[config.mk]
export PLATFORM = sky130hd
export DESIGN_NAME = instruction_fetch
export DESIGN_NICKNAME = d
export VERILOG_FILES = /design/src/rtl/core_pkg.sv /design/src/rtl/fetch_skid_buffer.sv /design/src/rtl/fetch_skid_checker.sv /design/src/rtl/instruction_fetch.sv
export SDC_FILE = /design/constraint.sdc
export NUM_CORES = 1
export LEC_CHECK = 0
export CORE_ASPECT_RATIO = 1.25
export CORE_MARGIN = 5
export CORE_UTILIZATION = 24
export CTS_CLUSTER_DIAMETER = 80
export DETAILED_ROUTE_END_ITERATION = 12
export GPL_ROUTABILITY_DRIVEN = 0
export HOLD_SLACK_MARGIN = 0.1
export PLACE_DENSITY = 0.48
export SETUP_SLACK_MARGIN = 0.2
export SLEW_MARGIN = 30
export SYNTH_ARGS = -nofsm -noshare
export SYNTH_HDL_FRONTEND = slang
export SYNTH_SLANG_ARGS = --single-unit
export TNS_END_PERCENT = 30
[constraint.sdc]
create_clock -name clk -period 10.2 [get_ports clk]
set_clock_uncertainty 0.2 [all_clocks]
set_input_delay 2.55 -clock clk [delete_from_list [all_inputs] [get_ports clk]]
set_output_delay 2.55 -clock clk [all_outputs]
set_load 0.05 [all_outputs]
[src/rtl/core_pkg.sv]
// Shared fetch-stage types, constants and the issue-credit helper.
package core_pkg;
  localparam int INSTR_WIDTH = 32;
  localparam int XLEN        = 32;

  localparam logic [XLEN-1:0]        IMEM_BASE_ADDRESS = 32'h01000000;
  localparam logic [INSTR_WIDTH-1:0] NOP_INSTRUCTION   = 32'h11111111;
  localparam logic [XLEN-1:0]        PC_STEP           = 32'h00000004;

  typedef struct packed {
    logic [INSTR_WIDTH-1:0] instr;
    logic [XLEN-1:0]        pc;
  } fetch_entry_t;

  localparam fetch_entry_t RESET_ENTRY = '{instr: NOP_INSTRUCTION, pc: 32'h00000000};

  // A new request may go out only if the buffer still has room for it after
  // this cycle's accept and the response already in flight.
  function automatic logic issue_allowed(input logic [1:0] held,
                                         input logic       accept,
                                         input logic       pending);
    logic [2:0] occupancy;
    occupancy = {1'b0, held} - {2'b00, accept} + {2'b00, pending};
    return (occupancy <= 3'd1);
  endfunction
endpackage

[src/rtl/fetch_skid_buffer.sv]
// Output entry plus one skid entry absorbing decode back-pressure.
module fetch_skid_buffer
  import core_pkg::*;
(
  input  logic         clk,
  input  logic         reset,
  input  logic         flush,
  input  logic         push,
  input  fetch_entry_t push_entry,
  input  logic         pop,
  output logic         out_valid,
  output fetch_entry_t out_entry,
  output logic [1:0]   held
);
  logic         out_valid_r;
  logic         skid_valid_r;
  fetch_entry_t out_entry_r;
  fetch_entry_t skid_entry_r;

  logic         pop_s;
  logic         out_valid_next_s;
  logic         skid_valid_next_s;
  fetch_entry_t out_entry_next_s;
  fetch_entry_t skid_entry_next_s;

  assign pop_s = pop & out_valid_r;

  // Next-state selection: flush, refill from skid, fill output, or spill to skid.
  always_comb begin
    out_valid_next_s  = out_valid_r;
    skid_valid_next_s = skid_valid_r;
    out_entry_next_s  = out_entry_r;
    skid_entry_next_s = skid_entry_r;
    if (flush) begin
      out_valid_next_s  = 1'b0;
      skid_valid_next_s = 1'b0;
    end else if (pop_s && skid_valid_r) begin
      out_valid_next_s  = 1'b1;
      out_entry_next_s  = skid_entry_r;
      skid_valid_next_s = push;
      skid_entry_next_s = push ? push_entry : skid_entry_r;
    end else if (pop_s || !out_valid_r) begin
      out_valid_next_s  = push;
      out_entry_next_s  = push ? push_entry : out_entry_r;
    end else if (push) begin
      skid_valid_next_s = 1'b1;
      skid_entry_next_s = push_entry;
    end else begin
      out_valid_next_s  = out_valid_r;
    end
  end

  // Entry storage.
  always_ff @(posedge clk or posedge reset) begin
    if (reset) begin
      out_valid_r  <= 1'b0;
      skid_valid_r <= 1'b0;
      out_entry_r  <= RESET_ENTRY;
      skid_entry_r <= RESET_ENTRY;
    end else begin
      out_valid_r  <= out_valid_next_s;
      skid_valid_r <= skid_valid_next_s;
      out_entry_r  <= out_entry_next_s;
      skid_entry_r <= skid_entry_next_s;
    end
  end

  assign out_valid = out_valid_r;
  assign out_entry = out_entry_r;
  assign held      = {1'b0, out_valid_r} + {1'b0, skid_valid_r};

  fetch_skid_checker u_checker (
    .clk        (clk),
    .reset      (reset),
    .push       (push),
    .pop        (pop_s),
    .out_valid  (out_valid_r),
    .skid_valid (skid_valid_r)
  );
endmodule

[src/rtl/fetch_skid_checker.sv]
// Invariant checks for the two-entry fetch buffer.
module fetch_skid_checker (
  input logic clk,
  input logic reset,
  input logic push,
  input logic pop,
  input logic out_valid,
  input logic skid_valid
);
  // A response must never arrive while both entries stay occupied.
  no_overflow_a: assert property (@(posedge clk) disable iff (reset)
    !(push && out_valid && skid_valid && !pop));

  // The skid entry is only ever used behind a full output entry.
  skid_behind_out_a: assert property (@(posedge clk) disable iff (reset)
    (skid_valid |-> out_valid));
endmodule

[src/rtl/instruction_fetch.sv]
// Fetch stage: PC generation, instruction memory requests and redirect handling.
module instruction_fetch
  import core_pkg::*;
#(
  parameter logic [XLEN-1:0] RESET_PC = IMEM_BASE_ADDRESS
) (
  input  logic                   clk,
  input  logic                   reset,
  output logic                   imemReadEnable,
  output logic [XLEN-1:0]        imemAddress,
  input  logic [INSTR_WIDTH-1:0] imemInstruction,
  input  logic                   redirectValid,
  input  logic [XLEN-1:0]        redirectTarget,
  output logic                   fetchValid,
  input  logic                   fetchReady,
  output logic [INSTR_WIDTH-1:0] fetchInstruction,
  output logic [XLEN-1:0]        fetchPc
);
  logic [XLEN-1:0] pc_r;
  logic [XLEN-1:0] resp_pc_r;
  logic            pending_r;

  logic            accept_s;
  logic            issue_s;
  logic            push_s;
  logic [1:0]      held_s;
  logic            out_valid_s;
  fetch_entry_t    out_entry_s;
  fetch_entry_t    push_entry_s;

  assign accept_s = out_valid_s & fetchReady;
  assign issue_s  = ~reset & ~redirectValid & issue_allowed(held_s, accept_s, pending_r);
  // A redirect drops the response that is already on its way back.
  assign push_s   = pending_r & ~redirectValid;
  assign push_entry_s = '{instr: imemInstruction, pc: resp_pc_r};

  // Program counter and in-flight request tracking.
  always_ff @(posedge clk or posedge reset) begin
    if (reset) begin
      pc_r      <= RESET_PC;
      resp_pc_r <= 32'h00000000;
      pending_r <= 1'b0;
    end else begin
      pending_r <= issue_s;
      if (redirectValid) begin
        pc_r <= redirectTarget;
      end else if (issue_s) begin
        pc_r      <= pc_r + PC_STEP;
        resp_pc_r <= pc_r;
      end else begin
        pc_r <= pc_r;
      end
    end
  end

  fetch_skid_buffer u_buffer (
    .clk        (clk),
    .reset      (reset),
    .flush      (redirectValid),
    .push       (push_s),
    .push_entry (push_entry_s),
    .pop        (accept_s),
    .out_valid  (out_valid_s),
    .out_entry  (out_entry_s),
    .held       (held_s)
  );

  assign imemReadEnable   = issue_s;
  assign imemAddress      = pc_r;
  assign fetchValid       = out_valid_s;
  assign fetchInstruction = out_entry_s.instr;
  assign fetchPc          = out_entry_s.pc;
endmodule

# ---- Word level (Yosys, flattened, before mapping)
# Cells that the tools add are included.
dict set report op_classes {
  bitwise_logic 7
  mux 15
  addsub 4
  eq_ne 2
  magnitude_cmp 1
  n_reduce_logical 12
}
# cell count
set ops {}
lappend ops {{64-bit 2-to-1 mux} 6}
lappend ops {{32-bit 2-to-1 mux} 2}
lappend ops {{32-bit by 3-bit adder with 32-bit output, second input constant} 1}
lappend ops {{1-bit 2-to-1 mux} 7}
lappend ops {{2-bit AND reduction} 3}
lappend ops {{2-bit nonzero test} 3}
lappend ops {{3-bit nonzero test} 2}
lappend ops {{1-bit bitwise AND} 5}
lappend ops {{3-bit by 1-bit adder with 3-bit output} 1}
lappend ops {{3-bit by 1-bit less-or-equal comparator with 1-bit output, second input constant} 1}
lappend ops {{3-bit by 2-bit != test with 1-bit output, second input constant} 1}
lappend ops {{3-bit AND reduction} 1}
lappend ops {{2-bit by 1-bit subtractor with 3-bit output} 1}
lappend ops {{1-bit by 1-bit adder with 2-bit output} 1}
lappend ops {{2-bit by 1-bit != test with 1-bit output, second input constant} 1}
lappend ops {{1-bit NOT} 2}
lappend ops {{1-bit logical AND} 1}
lappend ops {{1-bit logical NOT} 1}
lappend ops {{1-bit logical OR} 1}
dict set report totals {
  word_cells 50
  in_bits 68
  output_inout_bits 98
  register_bits 195
}

# ---- Longest topological paths before layout
# Gate-level depths: netlist of run 1.
dict set report depth {
  ltp_word 7
  mapped_depth 13
  mapped_depth_nobuf 10
}

# ---- Modules after synthesis
# Synthesis of run 1 repeated with hierarchy kept, for this count alone.
dict set report unflattened {
  hier_cells 709
  area_unflattened_um2 8883.5
}
# mod area_per_inst_um2 n_inst seq_area_each_um2 cells_per_inst
set modules_own_cells {}
lappend modules_own_cells {fetch_skid_buffer 5689.2 1 3273.1 355}
lappend modules_own_cells {instruction_fetch 3194.3 1 1627.8 354}

# ---- Least setup slack after synthesis of run 1
# OpenSTA, ideal clock, no wires.
dict set report synth_path {
  kind {input port to output port}
  startpoint {in fetchReady}
  endpoint {out imemReadEnable}
  path_buffers 3
  path_slack_ns 2.919
  arrival_ns 4.531
  stages 11
  t_required_ns 7.450
  path_cell_list {and2_1 clkbuf_1 ha_1 inv_1 ha_1 a21oi_1 mux2_2 nand2_1 buf_2 inv_1 buf_2}
}
dict set report synth_via {
  elab_chain_len 5
}
# item line_no
set synth_lines {}
lappend synth_lines {{start, declared} instruction_fetch.sv:15} ;# input logic fetchReady,
lappend synth_lines {{1-bit bitwise AND} instruction_fetch.sv:31} ;# assign accept_s = out_valid_s & fetchReady;
lappend synth_lines {{2-bit by 1-bit subtractor with 3-bit output} core_pkg.sv:23} ;# occupancy = {1'b0, held} - {2'b00, accept} + {2'b00, pending};
lappend synth_lines {{3-bit by 1-bit adder with 3-bit output} core_pkg.sv:23}
lappend synth_lines {{3-bit by 1-bit less-or-equal comparator with 1-bit output} core_pkg.sv:24} ;# return (occupancy <= 3'd1);
lappend synth_lines {{1-bit bitwise AND} instruction_fetch.sv:32} ;# assign issue_s = ~reset & ~redirectValid & issue_allowed(held_s, accept_s, pending_r);
lappend synth_lines {{end, declared} instruction_fetch.sv:9} ;# output logic imemReadEnable,
# Every way passes these cells.

# ---- Worst setup path in the final report of run 1
# Ends and elaborated chain as after synthesis.

==> metrics.cfg, run 1 <==
[synthesis]
synth_compound_area_share_pct=5.87
yosys.cell_count.top_type=dfrtp_1
syn-cell-area_sq_mm=0.00852
synth.ff_latch_count=195
ys_seq_area_share_pct=57.5
synth_xor_area_share_pct=2.77
synth_adder_area_share_pct=0.440
synth_top_family_by_area=multiplexers
async_flop_share_pct=100
synth_ff_type=dfrtp_1
synthSimpleGateAreaFrac_pct=13.4
synth_common_cells=dfrtp_1 (178), nand2_1 (123), mux2_2 (73)
synth_top_area_share_pct=52.3
ys_warn_count=0
postSynthAreaPerCell_sq_um=11.1
netlist_top_cells_area=dfrtp_1 (52%), mux2_2 (9.6%), mux2i_1 (7.7%)
synthCells=766
ys_types=34
yosys.area.top_type=dfrtp_1
syn_nets=837
synthMuxAreaShare_pct=17.4
synth-edff-count=0

[global_routing]
grt_pass1_wl_mm=35.6
grt_pass1_vias=6066
grt_max_degree=124
grt_usage_pct=11.7
antenna_found_initial=0
grt-ovfl-total=0

[sta]
tns_ps=0
rsz0062_at_grt=false
fin_crit_sh_pct=76.3
worst_pin_slew_ps=755
fmaxAchievable_mhz=129
hold_viol_final=0
slew_headroom_pct=49.7
post-route-min-period_ps=7780
slew_violations=0
setup_viol=0
fin_hold_ws_ps=301

[detailed_routing]
vias=6001
vias_per_cell=4.29
drt_pass1_iterations=4
drc=0
final_antenna_net_count=0
routedWlPerCell_um=16.1
drt_iter0_markers=280
routed_wl_mm=22.5

[power_and_ir_drop]
peakVddDrop_uv=109
leakage_uw=0.00525
power_density_mw_per_mm2=211

[worst_setup_path]
worstPathMaxFanout=28
reg2reg_to=imemAddress[16]
rr_worst_depth=10
cp_data_arrival_time_ps=5030
slowest_delay_ps=600
start_kind=primary input
worstSetupEndpointType=output port
cp.required_ps=7450
critPathKind=in2out
r2r_slack_ps=6790
rr_startpoint=u_buffer.out_valid
slowest_stage=mux2_2
crit_chain=clkdlybuf4s50_1 -> and2_1 -> ha_1 -> inv_1 -> ha_1 -> a21oi_1 -> mux2_2 -> nand2_1 -> inv_1 -> buf_12

[floorplan]
core.rowCount=77
die_area_sq_mm=0.0394
die_w_um=179
die_h_um=221
initial_core_util_pct=24.2
coreArea_sq_mm=0.0353
ios=166

[cts]
postCtsSetupRepairBufs=0
clockBufferDepth=2
clk_latency_ps=450
cts.sinks=195
cts_hold_buffers=0
cts_buffers=17
cts_tree=done
clk_pin_slew_worst_paths_ps=70
cts_root_buffer=clkbuf_16
htree_num_levels=4
ctsResizeCount=0

[final_layout]
area_growth_pct=32.1
diodes=0
num-nets-final=984
drive_gt1_share_pct=15.2

[hold_path]
holdPathEnd=u_buffer.out_entry[60]
worst_hold_path_type=reg2reg
min-delay-start=u_buffer.out_entry[60]
holdPathStages=2

[placement]
dp_hpwl_mm=15.1
io_buffers=165

[status]
outcome=finished clean

[flow_run]
cap_violations=0

## cell usage in the layout (no fill, tap or decap), types with 2 or more instances in the layout
cell,instances
a21oi_1,68
nor4_1,2
nor3_1,3
and2_1,4
xor2_1,18
and4_1,3
mux2i_1,66
mux2_2,73
dfstp_2,17
buf_12,2
ha_1,3
nor2_1,69
buf_4,6
nor4_4,2
clkinv_4,6
clkdlybuf4s50_1,163
and3_1,5
dfrtp_1,178
nand4_1,18
nand3_4,2
clkbuf_16,17
o21ai_0,27
nor2b_1,2
nand3_1,9
clkinvlp_4,3
nand2_1,122
nand2b_1,2
xnor2_1,9
inv_1,8
## where the power goes
| group | internal (uW) | leakage [uW] | switching, uW | total, uW |
|---|---|---|---|---|
| combinational | 249 | 0.00260 | 437 | 686 |
| clock | 348 | 0.000272 | 321 | 668 |
| sequential | 923 | 0.00237 | 99.7 | 1020 |
## metrics by stage
step                      setup slack, ps  utilization, %  power [uW]  instances  cell area (sq um)
after floorplan                      2170               -        1470        766               8520
after global placement               2390            30.2        1730       1367              10700
after detailed placement             2400            30.3        1740       1368              10700
after CTS                            2390            31.9        2420       1400              11300
after global routing                 2210            31.9        2510       1400              11300
final                                2420            31.9        2380       1400              11300
## cell type report
type                    count  area [sq um]
clock buffers              19           443
clock inverters            13           130
fillers                  3654         24000
inverters                  10          50.0
multi-input cells         516          3410
flip-flops and latches    195          4900
well taps                 474           593
repair buffers            173          1730
## sequential cells by signal (all words and copies together), names as in the netlist
signal                 cells
u_buffer.skid_valid_r      1
pending_r                  1
resp_pc_r                 32
imemAddress               32
u_buffer.out_entry        64
u_buffer.out_valid         1
u_buffer.skid_entry_r     64
## worst max-delay path by stage
stage                     cells after the start              to  startpoint  slack, ps
final                                        10  imemReadEnable  fetchReady       2420
after global routing                         10  imemReadEnable  fetchReady       2210
after CTS                                    10  imemReadEnable  fetchReady       2390
after detailed placement                     10  imemReadEnable  fetchReady       2400
after global placement                       10  imemReadEnable  fetchReady       2390
after floorplan                               1  imemAddress[0]       reset       2170
## critical path: cells and delay by family
kind / cells / cell delay (ps)
buffers and inverters: 4 / 810
adder cells (fa/ha/maj): 2 / 460
AND/OR/NAND/NOR: 2 / 380
AO/OA/AOI/OAI: 1 / 220
multiplexers: 1 / 600
## per-layer routing
| layer | up-vias | routed length [um] | global-route usage, % |
|---|---|---|---|
| li1 | 2927 | - | - |
| met1 | 2932 | 10300 | 15.4 |
| met2 | 126 | 10900 | 19.1 |
| met3 | 16 | 884 | 2.46 |
| met4 | 0 | 379 | 4.25 |
| met5 | - | 0 | 0 |
## cells by family (layout without fill, tap and decap cells)
logic type,Yosys count,count (layout)
DFF,195,195
and+or+nand+nor,249,249
buffers and inverters,55,215
AOI/OAI and AO/OA,98,98
xor gates and xnor gates,27,27
adders and majority gates,3,3
muxes,139,139
Note: power is estimated with default switching activity, not from simulation.
==> inputs of run 2 (changes only) <==
==> constraint.sdc (replaced) <==
create_clock -name clk -period 8 [get_ports clk]
set_clock_uncertainty 0.2 [all_clocks]
set_input_delay 2 -clock clk [delete_from_list [all_inputs] [get_ports clk]]
set_output_delay 2 -clock clk [all_outputs]
set_load 0.05 [all_outputs]
==> run 2 against run 1 <==
Combinational power grew 27%; sequential share of layout area shrank 0.11 points; wire length shrank 0.37%; hold slack gained 2.2 ps; first-iteration DRC count grew 11%; non-clock buffer count grew 1; via count grew 0.62%; clock power grew 32%; power grew 29%; critical path depth grew 1; worst setup slack lost 1100 ps; count of clock-buffer cells in the layout shrank 2; critical endpoint unchanged; largest power group unchanged; highest routed layer unchanged.
==> metrics.cfg, run 2 (synthesis gave the netlist of run 1 again) <==
[status]
outcome=finished clean  ; unchanged

[final_layout]
multi_input_area_sq_mm=0.00341  ; unchanged
layout_commonest_cell=dfrtp_1  ; unchanged
final_cell_mix=dfrtp_1 (178), clkdlybuf4s50_1 (163), nand2_1 (122)  ; unchanged
ff_latch_area_sq_mm=0.00490  ; unchanged
drive_gt1_share_pct=15.4  ; was 15.2%
fillers=3651  ; was 3654
fin_util_pct=32.0  ; was 31.9%
area_growth_pct=32.5  ; was 32.1%
num-nets-final=985  ; was 984
diodes=0  ; unchanged

[power_and_ir_drop]
peakVddDrop_uv=148  ; was 109 uV
leakage_uw=0.00526  ; was 0.00525 uW
power_density_mw_per_mm2=271  ; was 211 mW/mm^2

[detailed_routing]
drt_iter0_markers=311  ; was 280
final_antenna_net_count=0  ; unchanged
routed_wl_mm=22.4  ; was 22.5 mm
vias_per_cell=4.31  ; was 4.29
routedWlPerCell_um=16.0  ; was 16.1 um
drc=0  ; unchanged
drt_pass1_iterations=4  ; unchanged
vias=6038  ; was 6001

[sta]
tns_ps=0  ; unchanged
hold_viol_final=0  ; unchanged
rsz0062_at_grt=false  ; unchanged
slew_violations=0  ; unchanged
post-route-min-period_ps=6640
slew_headroom_pct=46.2  ; was 49.7%
worst_pin_slew_ps=807  ; was 755 ps
setup_viol=0  ; unchanged
fin_crit_sh_pct=83.1
fmaxAchievable_mhz=150

[cts]
ctsResizeCount=0  ; unchanged
cts_buffers=17  ; unchanged
clockBufferDepth=2  ; unchanged
cts_root_buffer=clkbuf_16  ; unchanged
clk_latency_ps=440  ; was 450 ps
clk_pin_slew_worst_paths_ps=70  ; about the same
htree_num_levels=4  ; unchanged
cts_tree=done  ; unchanged
postCtsSetupRepairBufs=0  ; unchanged
cts_hold_buffers=0  ; unchanged
cts.sinks=195  ; unchanged

[global_routing]
antenna_found_initial=0  ; unchanged
grt-ovfl-total=0  ; unchanged
grt_pass1_wl_mm=35.8  ; was 35.6 mm
grt_usage_pct=11.8  ; was 11.7%
grt_max_degree=136  ; was 124
grt_pass1_vias=6189  ; was 6066

[floorplan]
coreArea_sq_mm=0.0353  ; unchanged
initial_core_util_pct=24.2  ; unchanged
die_w_um=179  ; unchanged
die_area_sq_mm=0.0394  ; unchanged
die_h_um=221  ; unchanged
core.rowCount=77  ; unchanged
ios=166  ; unchanged

[worst_setup_path]
cp_data_arrival_time_ps=4440  ; was 5030 ps
critPathKind=in2out  ; unchanged
worstSetupEndpointType=output port  ; unchanged
r2r_slack_ps=5080  ; was 6790 ps
slowest_delay_ps=500  ; was 600 ps
critPathBufInv=5  ; was 4
worstPathMaxFanout=31  ; was 28
start_kind=primary input  ; unchanged
crit_family=buffers and inverters  ; unchanged
slowest_stage=clkdlybuf4s50_1  ; was mux2_2
crit_chain=clkdlybuf4s50_1 -> and2_1 -> ha_1 -> inv_1 -> ha_1 -> a21oi_1 -> mux2_2 -> nand2_1 -> inv_1 -> buf_4 -> buf_12  ; was clkdlybuf4s50_1 -> and2_1 -> ha_1 -> inv_1 -> ha_1 -> a21oi_1 -> mux2_2 -> nand2_1 -> inv_1 -> buf_12
cp.required_ps=5800  ; was 7450 ps

[hold_path]
worst_hold_path_type=reg2reg  ; unchanged

[flow_run]
cap_violations=0  ; unchanged

[placement]
dp_hpwl_mm=15.2  ; was 15.1 mm
io_buffers=165  ; unchanged

run 2: per-stage QoR:
stage,power [uW],hold WS [ps],setup WS [ps],cells,instance area (sq um)
floorplan,1870,264,516,766,8520
global placement,2210,285,1370,1368,10700
detailed placement,2220,291,1370,1369,10700
CTS,3120,308,1360,1401,11300
global route,3230,313,1210,1401,11300
finish,3060,303,1360,1401,11300
run 2: power by group:
group          switching (uW)  internal, uW
Combinational             556           318
Sequential                128          1180
Clock                     411           469
Total                    1100          1960
run 2: worst paths after layout:
check,from,end,cells after the start
worst max-delay path,fetchReady,imemReadEnable,11
worst min-delay path,u_buffer.out_entry[60],u_buffer.out_entry[60],2
worst max register to register,u_buffer.out_valid,imemAddress[29],10
worst min register to register,u_buffer.out_entry[60],u_buffer.out_entry[60],2
max in group asynchronous,reset,u_buffer.skid_entry_r[37],3
min in group asynchronous,reset,imemAddress[2],2
run 2: final cells by class:
type	instances	share of cell area (%)
well taps	474	5.25
clock inverters	15	1.52
repair buffers	174	15.4
inverters	10	0.443
clock buffers	17	3.77
multi-input cells	516	30.2
flip-flops and latches	195	43.4
run 2: per-layer routing:
layer / share of wire, % / GRT usage, %
met4: 1.9 / 4.40
met3: 3.8 / 2.60
met5: 0 / 0
met1: 46 / 15.5
met2: 48 / 19.0
run 2: worst min-delay path, stage by stage, from the launching register on:
cell and delay, ps:
dfstp_2 370, nor2_1 90, a21oi_1 40
